==> src/rtl/counter_read_latch.sv <==
// Read-back path of one timer channel: count latch, status latch and the
// LSB/MSB byte pointer that sequences CPU reads.
module counter_read_latch (
    input  logic        clk,
    input  logic        rst,
    input  logic [15:0] current_count,
    input  logic        out_level,
    input  logic        null_count,
    input  logic [1:0]  rw_mode,
    input  logic [2:0]  mode,
    input  logic        bcd,
    input  logic        ctrl_wr,
    input  logic        latch_cmd,
    input  logic        status_cmd,
    input  logic        rd,
    output logic [7:0]  rd_data,
    output logic        rd_ack,
    output logic        count_latched,
    output logic        status_latched
);

    typedef enum logic {
        LSB_NEXT = 1'b0,
        MSB_NEXT = 1'b1
    } ptr_t;

    ptr_t        r_ptr, w_ptr_nxt;
    logic [15:0] r_count_hold, w_count_hold_nxt;
    logic        r_count_latched, w_count_latched_nxt;
    logic [7:0]  r_status_hold, w_status_hold_nxt;
    logic        r_status_latched, w_status_latched_nxt;
    logic [7:0]  r_rd_data, w_rd_data_nxt;
    logic        r_rd_ack;

    logic [1:0]  w_rw_eff;
    logic [15:0] w_source;
    logic [7:0]  w_status_byte;

    assign w_rw_eff      = (rw_mode == 2'b00) ? 2'b11 : rw_mode;
    assign w_source      = r_count_latched ? r_count_hold : current_count;
    assign w_status_byte = {out_level, null_count, rw_mode, mode, bcd};

    // NOTE: every next-state signal gets its default first so no path can infer a latch.
    always_comb begin
        w_ptr_nxt            = r_ptr;
        w_count_hold_nxt     = r_count_hold;
        w_count_latched_nxt  = r_count_latched;
        w_status_hold_nxt    = r_status_hold;
        w_status_latched_nxt = r_status_latched;
        w_rd_data_nxt        = r_rd_data;

        if (ctrl_wr) begin
            w_ptr_nxt            = LSB_NEXT;
            w_count_hold_nxt     = 16'h0000;
            w_count_latched_nxt  = 1'b0;
            w_status_hold_nxt    = 8'h00;
            w_status_latched_nxt = 1'b0;
            if (rd) w_rd_data_nxt = 8'h00;
        end else begin
            if (latch_cmd && !r_count_latched) begin
                w_count_hold_nxt    = current_count;
                w_count_latched_nxt = 1'b1;
            end
            if (status_cmd && !r_status_latched) begin
                w_status_hold_nxt    = w_status_byte;
                w_status_latched_nxt = 1'b1;
            end
            if (rd) begin
                if (r_status_latched) begin
                    w_rd_data_nxt        = r_status_hold;
                    w_status_latched_nxt = 1'b0;
                end else begin
                    // A latch can only be released when one was held before this edge,
                    // so a latch_cmd accepted on the same edge is never cancelled.
                    unique case (w_rw_eff)
                        2'b01: begin
                            w_rd_data_nxt = w_source[7:0];
                            w_ptr_nxt     = LSB_NEXT;
                            if (r_count_latched) w_count_latched_nxt = 1'b0;
                        end
                        2'b10: begin
                            w_rd_data_nxt = w_source[15:8];
                            w_ptr_nxt     = LSB_NEXT;
                            if (r_count_latched) w_count_latched_nxt = 1'b0;
                        end
                        default: begin
                            if (r_ptr == LSB_NEXT) begin
                                w_rd_data_nxt = w_source[7:0];
                                w_ptr_nxt     = MSB_NEXT;
                            end else begin
                                w_rd_data_nxt = w_source[15:8];
                                w_ptr_nxt     = LSB_NEXT;
                                if (r_count_latched) w_count_latched_nxt = 1'b0;
                            end
                        end
                    endcase
                end
            end
        end
    end

    // NOTE: sequential state uses non-blocking assignments only.
    always_ff @(posedge clk or posedge rst) begin
        if (rst) begin
            r_ptr            <= LSB_NEXT;
            r_count_hold     <= 16'h0000;
            r_count_latched  <= 1'b0;
            r_status_hold    <= 8'h00;
            r_status_latched <= 1'b0;
            r_rd_data        <= 8'h00;
            r_rd_ack         <= 1'b0;
        end else begin
            r_ptr            <= w_ptr_nxt;
            r_count_hold     <= w_count_hold_nxt;
            r_count_latched  <= w_count_latched_nxt;
            r_status_hold    <= w_status_hold_nxt;
            r_status_latched <= w_status_latched_nxt;
            r_rd_data        <= w_rd_data_nxt;
            r_rd_ack         <= rd;
        end
    end

    assign rd_data        = r_rd_data;
    assign rd_ack         = r_rd_ack;
    assign count_latched  = r_count_latched;
    assign status_latched = r_status_latched;

endmodule

==> config.mk <==
export PLATFORM = sky130hd
export DESIGN_NAME = counter_read_latch
export DESIGN_NICKNAME = d
export VERILOG_FILES = /design/src/rtl/counter_read_latch.sv
export SDC_FILE = /design/constraint.sdc
export NUM_CORES = 1
export LEC_CHECK = 0
export CAP_MARGIN = 40
export CELL_PAD_IN_SITES_DETAIL_PLACEMENT = 2
export CELL_PAD_IN_SITES_GLOBAL_PLACEMENT = 2
export CORE_ASPECT_RATIO = 0.9
export CORE_UTILIZATION = 33
export DETAILED_ROUTE_END_ITERATION = 10
export PLACE_DENSITY_LB_ADDON = 0.1
export SLEW_MARGIN = 5
export SYNTH_ARGS = -nofsm -noshare
export SYNTH_HDL_FRONTEND = slang
export SYNTH_SLANG_ARGS = --single-unit
export TNS_END_PERCENT = 50
==> constraint.sdc <==
create_clock -name clk -period 3.17 [get_ports clk]
set_input_delay 0.317 -clock clk [delete_from_list [all_inputs] [get_ports clk]]
set_output_delay 0.317 -clock clk [all_outputs]
set_load 0.01 [all_outputs]
# Word-level counts from Yosys, hierarchy flattened
# Index checks and enable logic that the tools add are counted.
[classes]
n_eq_ne = 3
mux = 28
n_reduce_logical = 10
[op_table]
columns = ["op", "count"]
rows = [
  ["8-bit two-way mux", 7],
  ["16-bit two-way mux", 3],
  ["1-bit two-way mux", 16],
  ["8-bit one-hot mux with 2 select lines", 1],
  ["2-bit nonzero test", 3],
  ["2-bit by 1-bit == test with 1-bit output, second input constant", 1],
  ["2-bit == test, second input constant", 1],
  ["1-bit logical AND", 2],
  ["1-bit zero test", 2],
  ["2-bit zero test", 1],
  ["2-bit two-way mux", 1],
  ["2-bit inequality test, second input constant", 1],
  ["2-bit AND reduction", 1],
  ["2-bit OR reduction", 1],
]
[word_totals]
regBits = 36
in_bits = 30
elab_cells = 48

# Longest topological paths before layout
# Gate-level depths: netlist (run 1).
[logic_depth]
ltp_word = 9
mapped_depth = 6
mapped_depth_nobuf = 6

# Least setup slack after synthesis (run 1)
# Ideal clock, no wire load.
[synth_timing]
kind = "input -> register"
from = "input rw_mode[0]"
to = "register r_rd_data[0] (netlist: rd_data[0])"
setup_time_ns = 0.118
t_arrival_ns = 1.299
slack_ns = 1.753
path_stages = 6
n_path_buf = 0
cell_sequence = "inv_1 -> ha_1 -> nor2b_4 -> a21oi_4 -> o22ai_1 -> a21o_1"
[synth_via]
elab_chain_cells = 7
[synth_lines]
columns = ["element", "line_no", "rtl"]
rows = [
  ["from (decl)", "9", "input logic [1:0] rw_mode,"],
  ["2-bit zero test", "39", "assign w_rw_eff = (rw_mode == 2'b00) ? 2'b11 : rw_mode;"],
  ["2-bit two-way mux (*)", "39", ""],
  ["2-bit == test or 2-bit by 1-bit == test with 1-bit output (tied branches)", "75", "unique case (w_rw_eff)"],
  ["8-bit one-hot mux with 2 select lines (*)", "75", ""],
  ["8-bit two-way mux (*)", "69", "if (r_status_latched) begin"],
  ["8-bit two-way mux (*)", "68", "if (rd) begin"],
  ["8-bit two-way mux (*)", "52", "if (ctrl_wr) begin"],
  ["to (signal assigned)", "118", "r_rd_data <= w_rd_data_nxt;"],
  ["to (decl)", "32", "logic [7:0] r_rd_data, w_rd_data_nxt;"],
]
# Every way passes the cells marked *; elsewhere a longest branch is shown, timed or not. The select of a mux whose other input is x is not followed.
# A chain may end at the register's enable or synchronous reset.

# Worst setup path in the final report (run 1)
[layout_timing]
from = "register r_count_latched (netlist: count_latched)"
to = "output count_latched"
[layout_lines]
columns = ["element", "line_no", "rtl"]
rows = [
  ["from (decl)", "29", "logic r_count_latched, w_count_latched_nxt;"],
  ["from (signal assigned)", "115", "r_count_latched <= w_count_latched_nxt;"],
  ["to (decl)", "18", "output logic count_latched,"],
]
# No word-level cell between the ends.

==> impl_metrics.yaml, run 1 <==
status:
  status: "completed"
sta:
  hold_viol_final: 0
  slew_headroom: 0.5703
  setup_violations: 0
  final.min_clock_period_ns: 1.836
  tightest_slew_ns: 0.6433
  fin_worst_skew_ns: 0.006609
  setup_total_negative_slack_ns: 0
  grt_setup_unrepaired: "false"
  max_freq_ghz: 0.5448
  finalCritPeriodShare: 0.5791
  slew_violations: 0
  hold_slack_ns: 0.4484
cells_and_area:
  multi_input_area_um2: 832.0
  final.fill_count: 587
  drive_gt1_frac: 0.07113
  antenna_cells: 0
  ff_latch_area_um2: 900.9
  final_cells: 306
  synthToLayoutAreaGrowth_pct: 26.63
  finalNetCount: 270
  final_util: 0.4416
clock_network:
  cts_made_buffers: 5
  cts_resized: 0
  cts_max_path_buffers: 2
  worstSkewPairLatency_ns: 0.29
  cts_hold_buf: 0
  cts_max_level: 2
  clock-sinks: 36
  cts_root_buf: "clkbuf_8"
  clk_pin_slew_ns: 0.07
  cts_tree: "done"
  cts_setup_buffers: 0
setup_path:
  end_kind: "primary output"
  worstPathMaxFanout: 10
  worst_path_max_delay_cell: "clkdlybuf4s50_1"
  max_stage_delay_ns: 0.63
  required_ns: 2.85
  cp_cell_sequence: "clkdlybuf4s50_1"
  critPathTopFamily: "buffers and inverters"
  worst-path-buf-inv: 1
  path_class: "register to primary output"
  worstPathArrival_ns: 1.52
  startpoint_type: "register"
synth:
  synth-seq-area-share: 0.4829
  yosysMostFrequentCell: "nand2_1"
  syn_area_um2: 1866
  synth.distinct_cells: 23
  synth-main-ff-cell: "dfrtp_1"
  synth_seq_cells: 36
  syn-num-nets: 232
  yosys-top-cells-area: "dfrtp_1 (48%), nand2_1 (11%), a21oi_1 (9.1%)"
  synth_cells: 200
  synth-async-reset-ratio: 1.000
  synth_warnings: 0
  netlist.area_leader.share: 0.4829
  yosysTopAreaCell: "dfrtp_1"
  synth-edff-count: 0
  synth.avg_cell_area_um2: 9.328
  synthTopCellsByCount: "nand2_1 (56), dfrtp_1 (36), a21oi_1 (34)"
pwr:
  vdd_drop_max_mv: 0.1864
  leakage_uw: 0.001049
  p_per_area_nw_per_um2: 464.7
place:
  dp.cells: 298
  port_buffers: 40
  hpwlAfterDp_um: 4185
  gp_congestion: 0.8058
die:
  die-area_um2: 5958
  placeableCoreArea_um2: 5349
  rows: 25
  ios: 41
  die_w_um: 81.26
  die_h_um: 73.33
  start_util: 0.3488
global_route:
  grt_first_pass_wirelength_um: 8997
  antenna_found_initial: 0
  grt_usage: 0.2116
  grt_start_max_net_pins: 37
  grt_overflow: 0
  grt_pass1_vias: 1760
routing:
  vias_per_cell: 5.127
  totalWireLength_um: 5586
  post_drt_wl_per_cell_um: 18.25
  drc: 0
  drt-initial-drc-count: 100
  drtAntennaViolNets: 0
  dr.pass1.iters: 4
  vias: 1569
min_path:
  hp-class: "input pin to asynchronous set/reset pin"
job:
  cap_violations: 0
report_power, final:
part	switching [µW]	internal [µW]
clock network	170	174
registers	24.9	491
logic	123	116
path summary, 6_finish.rpt:
check,startpoint,end,slack [ns],depth (start not counted)
hold reg to reg,r_count_hold[15]$_DFFE_PP0P_,r_count_hold[15]$_DFFE_PP0P_,0.53,2
min in group clk,r_count_hold[15]$_DFFE_PP0P_,r_count_hold[15]$_DFFE_PP0P_,0.53,2
hold / removal,rst,r_status_hold[5]$_DFFE_PP0P_,0.45,3
setup reg to reg,count_latched$_DFF_PP0_,rd_data[7]$_DFFE_PP0P_,1.54,4
setup / recovery,count_latched$_DFF_PP0_,count_latched,1.33,1
max in group asynchronous,rst,r_count_hold[4]$_DFFE_PP0P_,2.38,3
cells by family (layout without fill, tap and decap cells):
logic type | count (synthesis) | in the layout | share of synthesized area
muxes | 18 | 18 | 0.1033
buffers and inverters | 18 | 57 | 0.07109
adders and majority gates | 2 | 2 | 0.01341
DFF | 36 | 36 | 0.4829
AOI/OAI and AO/OA | 52 | 52 | 0.1616
and+or+nand+nor | 74 | 74 | 0.1677
worst min-delay path, cell delays in order:
cell and delay [ns]:
clkdlybuf4s50_1 0.40, inv_1 0.05, buf_4 0.41
flip-flops by register name, indices dropped and copies added, names as in the netlist:
signal and cells:
r_count_hold 16, r_ptr 1, rd_data 8, rd_ack 1
r_status_hold 8, count_latched 1, status_latched 1
per-layer routing:
metal  vias to the layer above  global-route usage  wire length [µm]  part of all wire
li1                        744                   -                 -                 -
met1                       789              0.2659              2407              0.43
met2                        32              0.3669              2945              0.53
met3                         4             0.04596               184             0.033
met4                         0             0.05556                48            0.0086
met5                         -                   0                 0                 0
final cells by class:
type | count | share of cell area
flip-flops and latches | 36 | 0.3814
multi-input cells | 146 | 0.3522
repair buffers | 45 | 0.1854
well taps | 67 | 0.03549
clock buffers | 6 | 0.03496
inverters | 4 | 0.006356
clock inverters | 2 | 0.004237
stage by stage:
step / cell area, µm² / total power [µW] / worst slack (ns)
after global routing: 2362 / 1161 / 1.270
after detailed placement: 2270 / 766.9 / 1.024
final: 2362 / 1098 / 1.334
after floorplan: 1866 / 664.8 / 1.753
after CTS: 2362 / 1118 / 1.305
after global placement: 2270 / 749.3 / 1.148
placed cells by master (no fill, tap or decap), types with 4 or more instances in the layout:
cell and instances:
clkbuf_8 6, a21o_1 8, o22ai_1 8, buf_4 5, dfrtp_1 36, nor2_1 10
nand2_1 56, a21oi_1 34, mux2i_1 17, inv_1 4, clkdlybuf4s50_1 40
Power figures use the tool's default switching activity.
==> run 2: changes to the inputs <==
--- a/config.mk
+++ b/config.mk
@@ -9,7 +9,7 @@
 export CELL_PAD_IN_SITES_DETAIL_PLACEMENT = 2
 export CELL_PAD_IN_SITES_GLOBAL_PLACEMENT = 2
 export CORE_ASPECT_RATIO = 0.9
-export CORE_UTILIZATION = 33
+export CORE_UTILIZATION = 30
 export DETAILED_ROUTE_END_ITERATION = 10
 export PLACE_DENSITY_LB_ADDON = 0.1
 export SLEW_MARGIN = 5
==> constraint.sdc (replaced) <==
create_clock -name clk -period 1.9 [get_ports clk]
set_input_delay 0.19 -clock clk [delete_from_list [all_inputs] [get_ports clk]]
set_output_delay 0.19 -clock clk [all_outputs]
set_load 0.01 [all_outputs]
==> impl_metrics.yaml, run 2 (synthesized netlist as in run 1, its figures left out) <==
setup_path:
  worst-path-buf-inv: 2
  worstPathMaxFanout: 8
  worstPathArrival_ns: 1.83
  cp_cell_sequence: "clkdlybuf4s50_1, inv_1, ha_1, nor2b_4, a21oi_4, o22ai_1, a21o_1"
  worst_path_max_delay_cell: "clkdlybuf4s50_1"
  max_stage_delay_ns: 0.48
  path_depth: 7
  end_kind: "register"
  startpoint_type: "input pin"
  required_ns: 2.08
  critPathTopFamily: "compound AO/OA/AOI/OAI gates"
  path_class: "input pin to register"
  reg2reg_depth: 4
die:
  die_w_um: 85.12
  die-area_um2: 6538
  start_util: 0.3204
  ios: 41
  placeableCoreArea_um2: 5823
  die_h_um: 76.81
  rows: 26
sta:
  max_freq_ghz: 0.6064
  slew_headroom: 0.6166
  final.min_clock_period_ns: 1.649
  finalCritPeriodShare: 0.8679
  grt_setup_unrepaired: "false"
  setup_total_negative_slack_ns: 0
  fin_worst_skew_ns: 0.008563
  setup_violations: 0
  tightest_slew_ns: 0.5738
  slew_violations: 0
  hold_viol_final: 0
cells_and_area:
  finalNetCount: 275
  final_cell_mix: "nand2_1 (56), clkdlybuf4s50_1 (40), dfrtp_1 (36), a21oi_1 (34), mux2i_1 (17)"
  largest_register_ffs: 16
  fin_area_um2: 2437
  layout_commonest_cell: "nand2_1"
  antenna_cells: 0
  synthToLayoutAreaGrowth_pct: 30.65
  top_register: "r_count_hold"
  drive_gt1_frac: 0.09016
pwr:
  p_per_area_nw_per_um2: 831.0
  vdd_drop_max_mv: 0.4602
  leakage_uw: 0.001087
routing:
  drc: 0
  dr.pass1.iters: 4
  vias: 1583
  vias_per_cell: 5.041
  drt-initial-drc-count: 73
  totalWireLength_um: 5581
  drtAntennaViolNets: 0
  post_drt_wl_per_cell_um: 17.77
global_route:
  grt_start_max_net_pins: 37
  grt_overflow: 0
  grt_usage: 0.1913
  grt_pass1_vias: 1849
  antenna_found_initial: 0
  grt_first_pass_wirelength_um: 9570
clock_network:
  clk_pin_slew_ns: 0.08
  cts_resized: 0
  cts_tree: "done"
  cts_made_buffers: 5
  clock-sinks: 36
  cts_setup_buffers: 0
  cts_max_level: 2
  cts_hold_buf: 0
  cts_max_path_buffers: 2
  worstSkewPairLatency_ns: 0.29
  cts_root_buf: "clkbuf_8"
place:
  gp_congestion: 0.7188
  hpwlAfterDp_um: 4348
  dpl_cell_area_um2: 2311
  port_buffers: 40
min_path:
  hp-class: "input pin to asynchronous set/reset pin"
status:
  status: "completed"
job:
  cap_violations: 0
==> run 2: metal layers <==
| layer | wire, µm | track usage | vias up |
|---|---|---|---|
| li1 | - | - | 750 |
| met2 | 2933 | 0.3427 | 29 |
| met4 | 61 | 0.05085 | 0 |
| met1 | 2405 | 0.2327 | 796 |
| met5 | 0 | 0 | - |
| met3 | 180 | 0.03767 | 8 |
==> run 2: worst reg2reg max path: cells and delay by family (launching register included) <==
| kind | cells | cell delay, ns |
|---|---|---|
| AND/OR/NAND/NOR | 2 | 0.65 |
| flip-flops | 1 | 0.41 |
| AO/OA/AOI/OAI | 2 | 0.31 |
==> run 2: path summary, 6_finish.rpt <==
check / slack [ns] / to / startpoint
worst max-delay path: 0.25 / rd_data[6]$_DFFE_PP0P_ / rw_mode[0]
worst min-delay path: 0.31 / r_status_hold[6]$_DFFE_PP0P_ / rst
worst max register to register: 0.48 / rd_data[5]$_DFFE_PP0P_ / status_latched$_DFF_PP0_
worst min register to register: 0.53 / r_count_hold[15]$_DFFE_PP0P_ / r_count_hold[15]$_DFFE_PP0P_
max in group asynchronous: 1.23 / r_count_hold[15]$_DFFE_PP0P_ / rst
min in group clk: 0.44 / r_status_hold[0]$_DFFE_PP0P_ / bcd
==> run 2: layout make-up <==
| class | count | area, µm² |
|---|---|---|
| clock buffer | 7 | 96.34 |
| timing repair buffer | 50 | 475.5 |
| tap | 70 | 87.58 |
| multi-input combinational | 146 | 832.0 |
| fill | 639 | 3386 |
| inverter | 4 | 15.01 |
| sequential | 36 | 900.9 |
| clock inverter | 1 | 30.03 |
==> run 2: metrics by stage <==
stage / hold slack, ns / std cells / worst slack (ns) / power [µW] / util
6_report: 0.3143 / 314 / 0.2510 / 2025 / 0.4186
5_1_grt: 0.3775 / 314 / 0.1706 / 2122 / 0.4186
4_1_cts: 0.3489 / 314 / 0.2487 / 2049 / 0.4186
3_5_place_dp: 0.5195 / 306 / -0.04596 / 1290 / 0.3969
3_3_place_gp: 0.5102 / 306 / 0.02649 / 1263 / 0.3969
2_1_floorplan: 0.2214 / 200 / 0.6101 / 1109 / -
==> run 2: where the power goes <==
| group | total (µW) | internal (µW) | switching, µW |
|---|---|---|---|
| sequential | 857 | 819 | 38.3 |
| combinational | 409 | 201 | 208 |
| clock | 758 | 464 | 295 |
| total | 2030 | 1480 | 541 |
